**src/rtl/mult_pkg.sv**
```systemverilog
// Shared definitions for the multiplier operand scheduler.
//   OPW          operand width
//   PRODW        product width (two operands concatenated also fit in PRODW)
//   MULT_LAT_DEF default multiplier latency in cycles
//   sched_state_t  scheduler FSM encoding
package mult_pkg;

  localparam int OPW          = 16;
  localparam int PRODW        = 32;
  localparam int MULT_LAT_DEF = 18;

  typedef enum logic [1:0] {
    IDLE  = 2'd0,
    ISSUE = 2'd1,
    WAIT  = 2'd2,
    CAPT  = 2'd3
  } sched_state_t;

endpackage

```
**src/rtl/mult_op_fifo.sv**
```systemverilog
// Synchronous DEPTH x W FIFO with first-word-fall-through head.
// Count, full and empty are registered; pointers wrap modulo DEPTH.
// Ports:
//   clk, srst_n  clock and synchronous active-low reset
//   push, wdata  write request and data (ignored while full)
//   pop          read request (ignored while empty); head advances next cycle
//   head         oldest entry, valid whenever empty is 0
//   full, empty  registered occupancy flags
module mult_op_fifo #(
  parameter int DEPTH = 4,
  parameter int W     = 32
) (
  input  logic         clk,
  input  logic         srst_n,
  input  logic         push,
  input  logic [W-1:0] wdata,
  input  logic         pop,
  output logic [W-1:0] head,
  output logic         full,
  output logic         empty
);

  localparam int AW = $clog2(DEPTH);
  localparam int CW = AW + 1;
  localparam logic [CW-1:0] FULL_CNT = CW'(DEPTH);

  logic [W-1:0]  mem [DEPTH];
  logic [AW-1:0] wr_ptr;
  logic [AW-1:0] rd_ptr;
  logic [CW-1:0] count;
  logic [CW-1:0] count_nxt;
  logic          do_push;
  logic          do_pop;

  assign do_push = push & ~full;
  assign do_pop  = pop & ~empty;
  assign head    = mem[rd_ptr];

  always_comb begin
    count_nxt = count;
    case ({do_push, do_pop})
      2'b10:   count_nxt = count + 1'b1;
      2'b01:   count_nxt = count - 1'b1;
      default: count_nxt = count;
    endcase
  end

  // Storage needs no reset; only pointers and flags define validity.
  always_ff @(posedge clk) begin
    if (do_push) begin
      mem[wr_ptr] <= wdata;
    end
  end

  // DEPTH is a power of two, so pointer overflow is the modulo wrap.
  always_ff @(posedge clk) begin
    if (!srst_n) begin
      wr_ptr <= '0;
      rd_ptr <= '0;
      count  <= '0;
      full   <= 1'b0;
      empty  <= 1'b1;
    end else begin
      if (do_push) wr_ptr <= wr_ptr + 1'b1;
      if (do_pop)  rd_ptr <= rd_ptr + 1'b1;
      count <= count_nxt;
      full  <= (count_nxt == FULL_CNT);
      empty <= (count_nxt == '0);
    end
  end

endmodule

```
**src/rtl/mult_op_sched.sv**
```systemverilog
// Operand scheduler and result collector for a fixed-latency 16x16 multiplier.
// Operand pairs are queued in a FIFO, issued one at a time as a single-cycle
// mul_op_ld with operands held stable until the next issue, and the product is
// captured MULT_LAT cycles later into a result register.
// Ports:
//   clk, srst_n              clock, synchronous active-low reset
//   in_valid/in_ready        operand input handshake, in_opa/in_opb payload
//   mul_op_ld, mul_opa/opb   load pulse and operands to the multiplier
//   mul_out                  multiplier product
//   res_valid/res_ready      result handshake, res_data payload
//   busy                     anything pending: FSM active, FIFO non-empty or result held
// Handshakes: a transfer happens on a rising clk edge where valid and ready are
// both 1. The producer keeps valid and payload stable until that edge; ready may
// change freely. res_ready while res_valid is 0 has no effect.
// MULT_LAT must be at least 2.
module mult_op_sched
  import mult_pkg::*;
#(
  parameter int DEPTH    = 4,
  parameter int MULT_LAT = MULT_LAT_DEF
) (
  input  logic             clk,
  input  logic             srst_n,
  input  logic             in_valid,
  output logic             in_ready,
  input  logic [OPW-1:0]   in_opa,
  input  logic [OPW-1:0]   in_opb,
  output logic             mul_op_ld,
  output logic [OPW-1:0]   mul_opa,
  output logic [OPW-1:0]   mul_opb,
  input  logic [PRODW-1:0] mul_out,
  output logic             res_valid,
  input  logic             res_ready,
  output logic [PRODW-1:0] res_data,
  output logic             busy
);

  localparam int CNTW = $clog2(MULT_LAT);
  localparam logic [CNTW-1:0] LAT_M1 = CNTW'(MULT_LAT - 1);

  sched_state_t    state;
  sched_state_t    state_nxt;
  logic [CNTW-1:0] wait_cnt;
  logic            rdy_q;
  logic            fifo_push;
  logic            fifo_pop;
  logic            fifo_full;
  logic            fifo_empty;
  logic [PRODW-1:0] fifo_head;
  logic            drain;
  logic            go;

  // rdy_q keeps in_ready low during reset and for no longer than that.
  assign in_ready  = rdy_q & ~fifo_full;
  assign fifo_push = in_valid & in_ready;
  assign drain     = res_valid & res_ready;
  // Issue only if the result register will be free when this op captures.
  assign go        = ~fifo_empty & (~res_valid | res_ready);
  assign busy      = (state != IDLE) | ~fifo_empty | res_valid;

  mult_op_fifo #(
    .DEPTH (DEPTH),
    .W     (PRODW)
  ) u_fifo (
    .clk    (clk),
    .srst_n (srst_n),
    .push   (fifo_push),
    .wdata  ({in_opa, in_opb}),
    .pop    (fifo_pop),
    .head   (fifo_head),
    .full   (fifo_full),
    .empty  (fifo_empty)
  );

  // The head is popped on the edge that enters ISSUE, so the registered
  // operands and op_ld are already valid throughout the ISSUE cycle.
  always_comb begin
    state_nxt = state;
    fifo_pop  = 1'b0;
    case (state)
      IDLE: begin
        if (go) begin
          state_nxt = ISSUE;
          fifo_pop  = 1'b1;
        end
      end
      ISSUE:   state_nxt = WAIT;
      WAIT:    if (wait_cnt == '0) state_nxt = CAPT;
      CAPT:    state_nxt = IDLE;
      default: state_nxt = IDLE;
    endcase
  end

  // Counter is loaded with MULT_LAT-1 for the ISSUE cycle and counts down
  // through WAIT, so CAPT falls MULT_LAT cycles after op_ld and res_valid
  // rises one cycle after that.
  always_ff @(posedge clk) begin
    if (!srst_n) begin
      state     <= IDLE;
      wait_cnt  <= '0;
      rdy_q     <= 1'b0;
      mul_op_ld <= 1'b0;
      mul_opa   <= '0;
      mul_opb   <= '0;
      res_valid <= 1'b0;
      res_data  <= '0;
    end else begin
      rdy_q     <= 1'b1;
      state     <= state_nxt;
      mul_op_ld <= (state_nxt == ISSUE);
      if (fifo_pop) begin
        mul_opa  <= fifo_head[PRODW-1:OPW];
        mul_opb  <= fifo_head[OPW-1:0];
        wait_cnt <= LAT_M1;
      end else if (wait_cnt != '0) begin
        wait_cnt <= wait_cnt - 1'b1;
      end
      // CAPT never sees a held result, so capture and drain cannot clash.
      if (state == CAPT) begin
        res_valid <= 1'b1;
        res_data  <= mul_out;
      end else if (drain) begin
        res_valid <= 1'b0;
      end
    end
  end

endmodule

```
**config.mk**
```make
export PLATFORM = sky130hd
export DESIGN_NAME = mult_op_sched
export DESIGN_NICKNAME = d
export VERILOG_FILES = /design/src/rtl/mult_pkg.sv /design/src/rtl/mult_op_fifo.sv /design/src/rtl/mult_op_sched.sv
export SDC_FILE = /design/constraint.sdc
export NUM_CORES = 1
export LEC_CHECK = 0
export BUFFER_PORTS_ARGS = -buffer_cell sky130_fd_sc_hd__buf_2
export CAP_MARGIN = 10
export CORE_ASPECT_RATIO = 0.9
export CORE_MARGIN = 8
export CORE_UTILIZATION = 55
export CTS_CLUSTER_DIAMETER = 60
export DETAILED_ROUTE_END_ITERATION = 16
export GPL_TIMING_DRIVEN = 0
export PLACE_DENSITY = 0.78
export SYNTH_ARGS = -nofsm -noshare
export SYNTH_HDL_FRONTEND = slang
export SYNTH_HIERARCHICAL = 1
export SYNTH_SLANG_ARGS = --single-unit
```
**constraint.sdc**
```tcl
create_clock -name clk -period 3.4 [get_ports clk]
set_input_delay 0.17 -clock clk [delete_from_list [all_inputs] [get_ports clk]]
set_output_delay 0.17 -clock clk [all_outputs]
set_load 0.01 [all_outputs]
```
======== Word level (Yosys, flattened, before mapping) ========
Memory sizes are Yosys's and may differ from the RTL's. A register that Yosys moved wholly into a read port is not among the register bits.
Index checks and enable logic that the tools add are counted.
operators by class
  reduce and logical (&&, ||, !) cells .... 9
  add/subtract/negate cells ............... 5
  equality and inequality tests ........... 7
  bitwise operators ....................... 13
  multiplexer cells ....................... 13
operators with widths
  cell                                                                   number
  5-bit 2-to-1 mux                                                       2
  2-bit one-hot mux with 4 select lines                                  1
  1-bit 2-to-1 mux                                                       7
  1-bit AND                                                              6
  2-bit by 1-bit equality test with 1-bit output, second input constant  3
  2-bit equality test, second input constant                             3
  3-bit one-hot mux with 2 select lines                                  1
  2-bit nonzero test                                                     3
  5-bit zero test                                                        1
  5-bit nonzero test                                                     1
  5-bit by 1-bit subtractor with 5-bit output, second input constant     1
  2-bit by 1-bit adder with 2-bit output, second input constant          2
  2-bit 2-to-1 mux                                                       2
  1-bit NOT                                                              4
  3-bit by 1-bit adder with 3-bit output, second input constant          1
  3-bit equality test, second input constant                             1
  3-bit zero test                                                        1
  1-bit OR                                                               3
  3-bit by 1-bit subtractor with 3-bit output, second input constant     1
  2-bit zero test                                                        1
  2-bit OR reduction                                                     1
  1-bit zero test                                                        1
storage, ports and cells
  output and inout bits ................... 68
  bits in writable memories ............... 128
  logic and storage cells ................. 60
  bits of input ports ..................... 68
  flip-flop bits (word level) ............. 51
  memories kept ........................... 1
memory list
  name        words  width  read ports  clocked after memory_dff  wr ports  line                source
  u_fifo.mem  4      32     1           1                         1         mult_op_fifo.sv:27  logic [W-1:0] mem [DEPTH];

======== Longest topological paths before layout ========
Gate-level depths: netlist of run 1.
  depth in word-level cells ............... 9
  mapped depth ............................ 12
  mapped depth without buffers ............ 11

======== Hierarchy ========
The synthesis of run 1 kept the hierarchy.
by module, submodules not included
  module         area an instance (um2)  cells an instance  instances
  mult_op_fifo   5165.0                  223                1
  mult_op_sched  2972.9                  299                1

======== Worst setup path after synthesis of run 1 ========
Ideal clock, no wire load.
  path kind ............................... flip-flop to flip-flop
  start point ............................. register state[0]
  end point ............................... register u_fifo.full
  path buffers ............................ 1
  setup time .............................. 0.070 ns
  slack ................................... 0.810 ns
  arrival time ............................ 2.520 ns
  cell stages (with the launch flop) ...... 13
  data required time ...................... 3.330 ns
  cell sequence ........................... dfxtp_1 > inv_1 > ha_1 > nor2b_1 > buf_2 > nand2_1 > inv_1 > nor2b_1 > ha_1 > fa_1 > xnor2_1 > or4b_1 > a21oi_1
between the ends
  longest elaborated chain between the ends .. 6
  elaborated cells between the ends (all ways) .. 7
  classes of those cells .................. eq/ne: 3; mux: 2; bitwise: 1; reduce/logical: 1
ends and longest elaborated chain
  element                                                                                       line                  source
  start: declaration                                                                            mult_op_sched.sv:41   sched_state_t state;
  start signal: assignment                                                                      mult_op_sched.sv:109  state <= state_nxt;
  2-bit zero test *                                                                             mult_op_sched.sv:80   case (state)
  1-bit 2-to-1 mux *                                                                            mult_op_sched.sv:80
  via fifo_pop                                                                                  mult_op_sched.sv:46   logic fifo_pop;
  1-bit AND *                                                                                   mult_op_fifo.sv:36    assign do_pop = pop & ~empty;
  2-bit by 1-bit equality test with 1-bit output / 2-bit equality test (equally long branches)  mult_op_fifo.sv:41    case ({do_push, do_pop})
  3-bit one-hot mux with 2 select lines *                                                       mult_op_fifo.sv:41
  3-bit equality test *                                                                         mult_op_fifo.sv:67    full <= (count_nxt == FULL_CNT);
  end signal: assignment                                                                        mult_op_fifo.sv:67
  end: declaration                                                                              mult_op_fifo.sv:19    output logic full,
Mark *: on every way through the listed nets, which the timed path passes. The rest lies on a longest branch.
A chain may end at the register's enable or synchronous reset.

======== Final worst setup path of run 1 ========
Ends and elaborated chain as after synthesis.

==> run_results.csv, run 1 <==
group,metric,value,unit
clocking,cts_buffers,22,
timing,hold_viol,0,
global_routing,globalRouteTotalUtil,18.9,%
route,viasPerCell,5.27,
timing,tightest_slew,0.957,ns
global_routing,grt_pass1_wl,28600,µm
power,p_clk_share,35.5,%
timing,fin_worst_skew,0.0125,ns
power,internal-power,4560,µW
route,antenna_left,0,
route,first_pass_iters,4,
timing,period_share,84.0,%
setup_path,slowest_stage,"or4b_1",
logic_synthesis,yosysTopAreaCellShare,47.2,%
route,dr.first_iter.drc_count,315,
finish,final_nets,826,
setup_path,crit_fanout,6,
timing,post-route-min-period,2.86,ns
setup_path,slowest_delay,0.51,ns
finish,layout_common_cells,"147 x buf_2, 128 x edfxtp_1, 85 x dfxtp_1, 65 x dlygate4sd3_1, 40 x nor2b_1",
logic_synthesis,async_flop_share,0,%
logic_synthesis,synth_cells,522,
timing,fmax,350,MHz
place,gp_congestion,0.796,
setup_path,cp.required,3.83,ns
logic_synthesis,synth_edf_count,128,
finish,layout_commonest_cell,"buf_2",
route,wirelength,17600,µm
hold_path,hold_class,"input port to flip-flop",
power,leakage,0.00384,µW
power,ir_worst_vdd,400,µV
power,powerDensity,583,nW/µm²
finish,drive_gt1_share,29.1,%
hold_path,hold_depth,5,
global_routing,overflow,0,
setup_path,ff2ff_path_depth,12,
floorplanning,die_area,18900,µm²
route,drc_errors,0,
place,hpwl,11200,µm
job,maxCapViolCount,0,
logic_synthesis,syn_nets,601,
finish,area_growth_syn_to_layout,27.7,%
hold_path,hold_start,"res_ready",
run_status,status,"finished, final reports clean",
setup_path,endpoint_kind,"flip-flop",
floorplanning,io_pins,136,
logic_synthesis,netlist_area,8140,µm²
logic_synthesis,ys.flop_type,"edfxtp_1",
logic_synthesis,synth_area_leaders,"edfxtp_1 47%, dfxtp_1 21%, mux4_2 8.9%",
timing,timing.final.max_slew_violations,0,
clocking,cts_tree,"built",
power,p_sw,1500,µW
power,comb_power_share,15.1,%
setup_path,reg2reg_setup_slack,0.54,ns
setup_path,path_cells,"inv_1, ha_1, nor2b_1, buf_2, nand2_1, inv_1, nor2b_1, ha_1, fa_1, xnor2_1, or4b_1, a21oi_1",
floorplanning,chipHeight,131,µm
global_routing,grt_pass1_vias,5580,
clocking,worstSkewPairLatency,0.49,ns
power,pwr-share-seq,49.3,%
clocking,cts_max_path_buffers,3,
global_routing,antenna_found_initial,0,
clocking,htree_levels,1,
route,detail_route.wl_per_cell,18.3,µm
timing,rsz0062_at_grt,"false",
timing,slew_headroom,36.2,%
logic_synthesis,yosysWarnings,6,
floorplanning,core_area,14600,µm²
clocking,cts-root-buf,"clkbuf_16",
setup_path,worstPathArrival,3.29,ns
hold_path,whs_endpoint,"wait_cnt[0]",
finish,num_antenna_cells,0,
logic_synthesis,ys_ff_latch,213,
timing,fin_tns_setup,0,ns
clocking,post_cts_buffers,0,
setup_path,startpoint_type,"flip-flop",
logic_synthesis,synth_cell_types,38,
floorplanning,start_util,55.7,%
logic_synthesis,yosys.area.top_type,"edfxtp_1",
power,swShare,24.7,%
global_routing,grt_max_degree,33,
setup_path,r2r_end,"u_fifo/full",
logic_synthesis,avgSynthCellArea,15.6,µm²
route,vias,5068,
setup_path,crit_type,"flip-flop to flip-flop",
clocking,cts.sinks,213,
timing,setup_viol,0,
place,io_buffers,135,
floorplanning,rows,42,
floorplanning,die_x,144,µm
power,power,6060,µW
logic_synthesis,yosysSeqAreaShare,68.1,%
setup_path,timing.rr.start,"state[0]",
clocking,path_clk_slew,0.06,ns
==> registers in the layout, indices dropped and copies added, names as in the netlist, 2 cells and up, named ones only <==
name,count
u_fifo/wr_ptr,2
res_data,32
u_fifo/count,3
u_fifo/mem,128
wait_cnt,5
mul_opb,16
mul_opa,16
u_fifo/rd_ptr,2
state,2
==> what timing repair did <==
action	CTS	global route
endpoints found under the hold margin	161	0
gates resized for setup	0	0
hold buffers	65	0
setup endpoints to repair	0	0
==> metrics by stage <==
| step | instance area, µm² | instances | hold WS (ns) | utilization, % | worst slack (ns) |
|---|---|---|---|---|---|
| 2_1_floorplan | 8140 | 522 | 0.198 | - | 0.810 |
| 3_3_place_gp | 9060 | 855 | 0.379 | 62.0 | 0.607 |
| 3_5_place_dp | 9090 | 856 | 0.387 | 62.2 | 0.547 |
| 4_1_cts | 10400 | 961 | 0.337 | 71.1 | 0.529 |
| 5_1_grt | 10400 | 961 | 0.413 | 71.1 | 0.309 |
| 6_report | 10400 | 961 | 0.374 | 71.1 | 0.543 |
==> synth_stat cells (2+ instances only) <==
master / count
inv_1: 10
nor2_1: 2
xor2_1: 2
edfxtp_1: 128
nand3b_1: 2
a21oi_1: 2
nor3_1: 4
buf_2: 12
and2_1: 12
mux2i_1: 34
buf_4: 5
nand2_1: 2
nand3_1: 32
nand2b_1: 3
clkbuf_2: 2
nor2b_1: 40
a21boi_1: 16
xnor2_1: 7
buf_1: 2
mux4_2: 32
dfxtp_1: 85
clkbuf_1: 13
a21boi_0: 17
ha_1: 10
o21ai_0: 35
==> kinds of logic after synthesis <==
group | share of synthesized area (%)
compound gates | 6.04
buf+inv | 2.61
mux | 13.0
simple gates | 7.41
flops | 68.1
xor+xnor | 0.969
fa+ha+maj | 1.78
==> power groups by stage <==
stage / sequential [µW] / combinational (µW) / clock (µW)
final: 2990 / 916 / 2150
after global routing: 3010 / 1010 / 2310
after CTS: 2990 / 923 / 2200
after detailed placement: 3040 / 852 / 0
after global placement: 3030 / 816 / 0
after floorplan: 3060 / 524 / 0
==> critical path, delay by kind of cell, from the launching register on <==
family	cells	cell delay (ns)
AO/OA/AOI/OAI	1	0.15
XOR/XNOR	1	0.18
adder cells (fa/ha/maj)	3	0.85
buffers and inverters	3	0.33
flip-flops	1	0.36
AND/OR/NAND/NOR	4	0.92
==> how the worst max path moves through the flow <==
stage	from	to	slack (ns)	depth (start not counted)
floorplan	state[0]	u_fifo/full	0.81	12
global placement	state[0]	u_fifo/full	0.61	12
detailed placement	state[0]	u_fifo/full	0.55	12
CTS	state[0]	u_fifo/full	0.53	12
global route	state[0]	u_fifo/full	0.31	12
finish	state[0]	u_fifo/full	0.54	12
==> per-layer routing <==
| metal | vias up | track usage, % | part of all wire, % |
|---|---|---|---|
| met5 | - | 0 | 0 |
| met4 | 0 | 5.49 | 2.6 |
| met3 | 34 | 3.55 | 5.4 |
| met2 | 147 | 33.6 | 51 |
| met1 | 2494 | 22.8 | 41 |
| li1 | 2393 | - | - |
==> area by class of cell <==
cell class	count	area, µm²
Clock inverter	15	68.8
Fill cell	981	4220
Buffer	35	175
Inverter	10	37.5
Clock buffer	25	583
Tap cell	198	248
Multi-Input combinational cell	264	2380
Timing Repair Buffer	201	1350
Sequential cell	213	5550
Note: power is estimated with default switching activity, not from simulation.
==> inputs of run 2 (changes only) <==
- CORE_UTILIZATION: 55 -> 50
- PLACE_DENSITY: 0.78 -> 0.75
- clock period: 3.4 -> 2.6 ns (I/O delays scaled with it)
==> run 2 against run 1 <==
Net effect: routed wire length rose by 2.4%; setup slack worse by 0.45 ns; via count stayed put; highest routed layer unchanged; critical path type unchanged; final cell count grew 1.4%; register-to-register slack got worse by 0.45 ns; clock power grew 40%; clock skew decreased by 0.0042 ns; count of clock-buffer cells in the layout up 7; global-route usage fell by 1.2 points; fmax is 14% higher; die area increased by 8.8%; worst hold slack got worse by 0.15 ns.
==> run_results.csv, run 2 (same netlist as run 1, synthesis figures left out) <==
group,metric,value,unit
global_routing,antenna_found_initial,0,
finish,largest-register,"u_fifo/mem",
clocking,cts_tree,"built",
setup_path,path_buf_inv,2,
power,ir_worst_vdd,620,µV
clocking,cts.sinks,213,
timing,setup_viol,0,
setup_path,crit_top_cell,"ha_4",
global_routing,overflow,0,
place,hpwl,11400,µm
route,first_pass_iters,4,
timing,tightest_slew,0.975,ns
timing,holdWs,0.222,ns
global_routing,globalRouteTotalUtil,17.7,%
finish,reg.largest.list,"u_fifo/mem (128), res_data (32)",
setup_path,timing.rr.start,"state[1]",
finish,drive_gt1_share,32.1,%
global_routing,grt_pass1_vias,5446,
timing,setup_ws,0.0922,ns
global_routing,grt_pass1_wl,28500,µm
floorplanning,io_pins,136,
timing,fin_tns_setup,0,ns
timing,rsz0062_at_grt,"false",
power,power,8200,µW
power,comb_power_share,15.5,%
route,dr.first_iter.drc_count,328,
finish,fill_cells,1127,
power,swShare,24.1,%
run_status,status,"finished, final reports clean",
clocking,htree_levels,1,
hold_path,hold_class,"input port to flip-flop",
timing,post-route-min-period,2.51,ns
job,maxCapViolCount,0,
route,detail_route.wl_per_cell,18.5,µm
global_routing,grt_max_degree,33,
floorplanning,die_area,20600,µm²
power,p_clk_share,36.7,%
finish,layout_common_cells,"146 x buf_2, 128 x edfxtp_1, 83 x dfxtp_1, 65 x dlygate4sd3_1, 38 x nor2b_1",
route,wirelength,18000,µm
place,gp_congestion,0.737,
setup_path,startpoint_type,"flip-flop",
power,pwr-share-seq,47.8,%
setup_path,ff2ff_path_depth,11,
floorplanning,die_x,150,µm
setup_path,slowest_stage,"or4b_4",
power,leakage,0.00390,µW
setup_path,path_cells,"inv_2, ha_4, nor2b_4, nand2_2, inv_1, nor2b_2, ha_4, fa_2, xnor2_4, or4b_4, a21oi_2",
setup_path,cp-endpoint,"u_fifo/full",
timing,fin_worst_skew,0.00837,ns
setup_path,cp.required,3.03,ns
setup_path,worstPathArrival,2.94,ns
power,powerDensity,778,nW/µm²
clocking,cts_buffers,22,
power,internal-power,6220,µW
setup_path,cp.depth,11,
finish,layout_commonest_cell,"buf_2",
floorplanning,start_util,50.8,%
setup_path,reg2reg_setup_slack,0.09,ns
finish,largest_reg_flops,128,
setup_path,crit_start,"state[1]",
place,placed_cells,864,
setup_path,crit_family,"simple AND/OR/NAND/NOR gates",
route,vias,5068,
timing,timing.final.max_slew_violations,0,
setup_path,crit_fanout,3,
route,antenna_left,0,
clocking,cts_max_path_buffers,3,
setup_path,slowest_delay,0.55,ns
finish,area_growth_syn_to_layout,29.6,%
clocking,cts-root-buf,"clkbuf_16",
finish,final_nets,829,
route,viasPerCell,5.20,
floorplanning,chipHeight,137,µm
floorplanning,core_area,16000,µm²
timing,fmax,399,MHz
timing,period_share,96.5,%
place,io_buffers,135,
setup_path,crit_type,"flip-flop to flip-flop",
power,p_sw,1970,µW
timing,hold_viol,0,
floorplanning,rows,44,
finish,stdcell_count,974,
place,pre_cts_slack,-0.261,ns
setup_path,r2r_end,"u_fifo/full",
clocking,path_clk_slew,0.06,ns
route,drc_errors,0,
timing,slew_headroom,35.0,%
setup_path,endpoint_kind,"flip-flop",
clocking,worstSkewPairLatency,0.50,ns
run 2: cell type report:
class,count,area [µm²],area share [%]
repair buffers,206,1370,13.0
plain buffers,33,168,1.59
well taps,207,259,2.46
clock inverters,8,63.8,0.605
diodes,1,2.50,0.0237
inverters,10,37.5,0.356
multi-input cells,264,2450,23.3
clock buffers,32,639,6.06
flip-flops and latches,213,5550,52.6
run 2: worst min path at each step:
| stage | slack [ns] | cells after the start | start | endpoint |
|---|---|---|---|---|
| 2_1_floorplan | 0.16 | 0 | srst_n | rdy_q |
| 3_5_place_dp | 0.35 | 1 | in_opb[6] | u_fifo/mem[0][6] |
| 3_3_place_gp | 0.34 | 1 | in_opb[14] | u_fifo/mem[0][14] |
| 6_report | 0.22 | 4 | res_ready | mul_opb[1] |
| 5_1_grt | 0.28 | 4 | res_ready | mul_opb[1] |
| 4_1_cts | 0.30 | 4 | res_ready | mul_opb[1] |
run 2: stage by stage:
stage | cell area [µm²] | util (%)
detailed placement | 9080 | 56.7
finish | 10500 | 65.8
floorplan | 8140 | -
global placement | 9070 | 56.6
global route | 10500 | 65.8
CTS | 10500 | 65.3
run 2: layer usage:
layer	vias up	wire, µm	GRT usage [%]
li1	2400	-	-
met1	2480	6790	21.4
met2	157	9530	31.1
met3	31	1330	3.77
met4	0	391	5.44
met5	-	0	0
run 2: worst reg2reg max path: stages, from the launching register on:
cell,delay [ns]
dfxtp_2,0.35
inv_2,0.06
ha_4,0.16
nor2b_4,0.13
nand2_2,0.09
inv_1,0.05
nor2b_2,0.17
ha_4,0.18
fa_2,0.40
xnor2_4,0.16
or4b_4,0.55
a21oi_2,0.14
run 2: power groups by stage:
stage	combinational [µW]	clock (µW)	sequential (µW)
2_1_floorplan	685	0	4010
3_3_place_gp	1070	0	3970
3_5_place_dp	1130	0	3980
4_1_cts	1230	3080	3920
5_1_grt	1420	3190	3940
6_report	1270	3010	3920
run 2: repair_timing:
action | CTS | global route
endpoints found under the setup margin | 3 | 3
resized for setup | 9 | 10
buffers inserted | 1 | 5
pin swaps | 1 | 3
endpoints found under the hold margin | 161 | 0
gates cloned | 0 | 0
hold buffers | 65 | 0
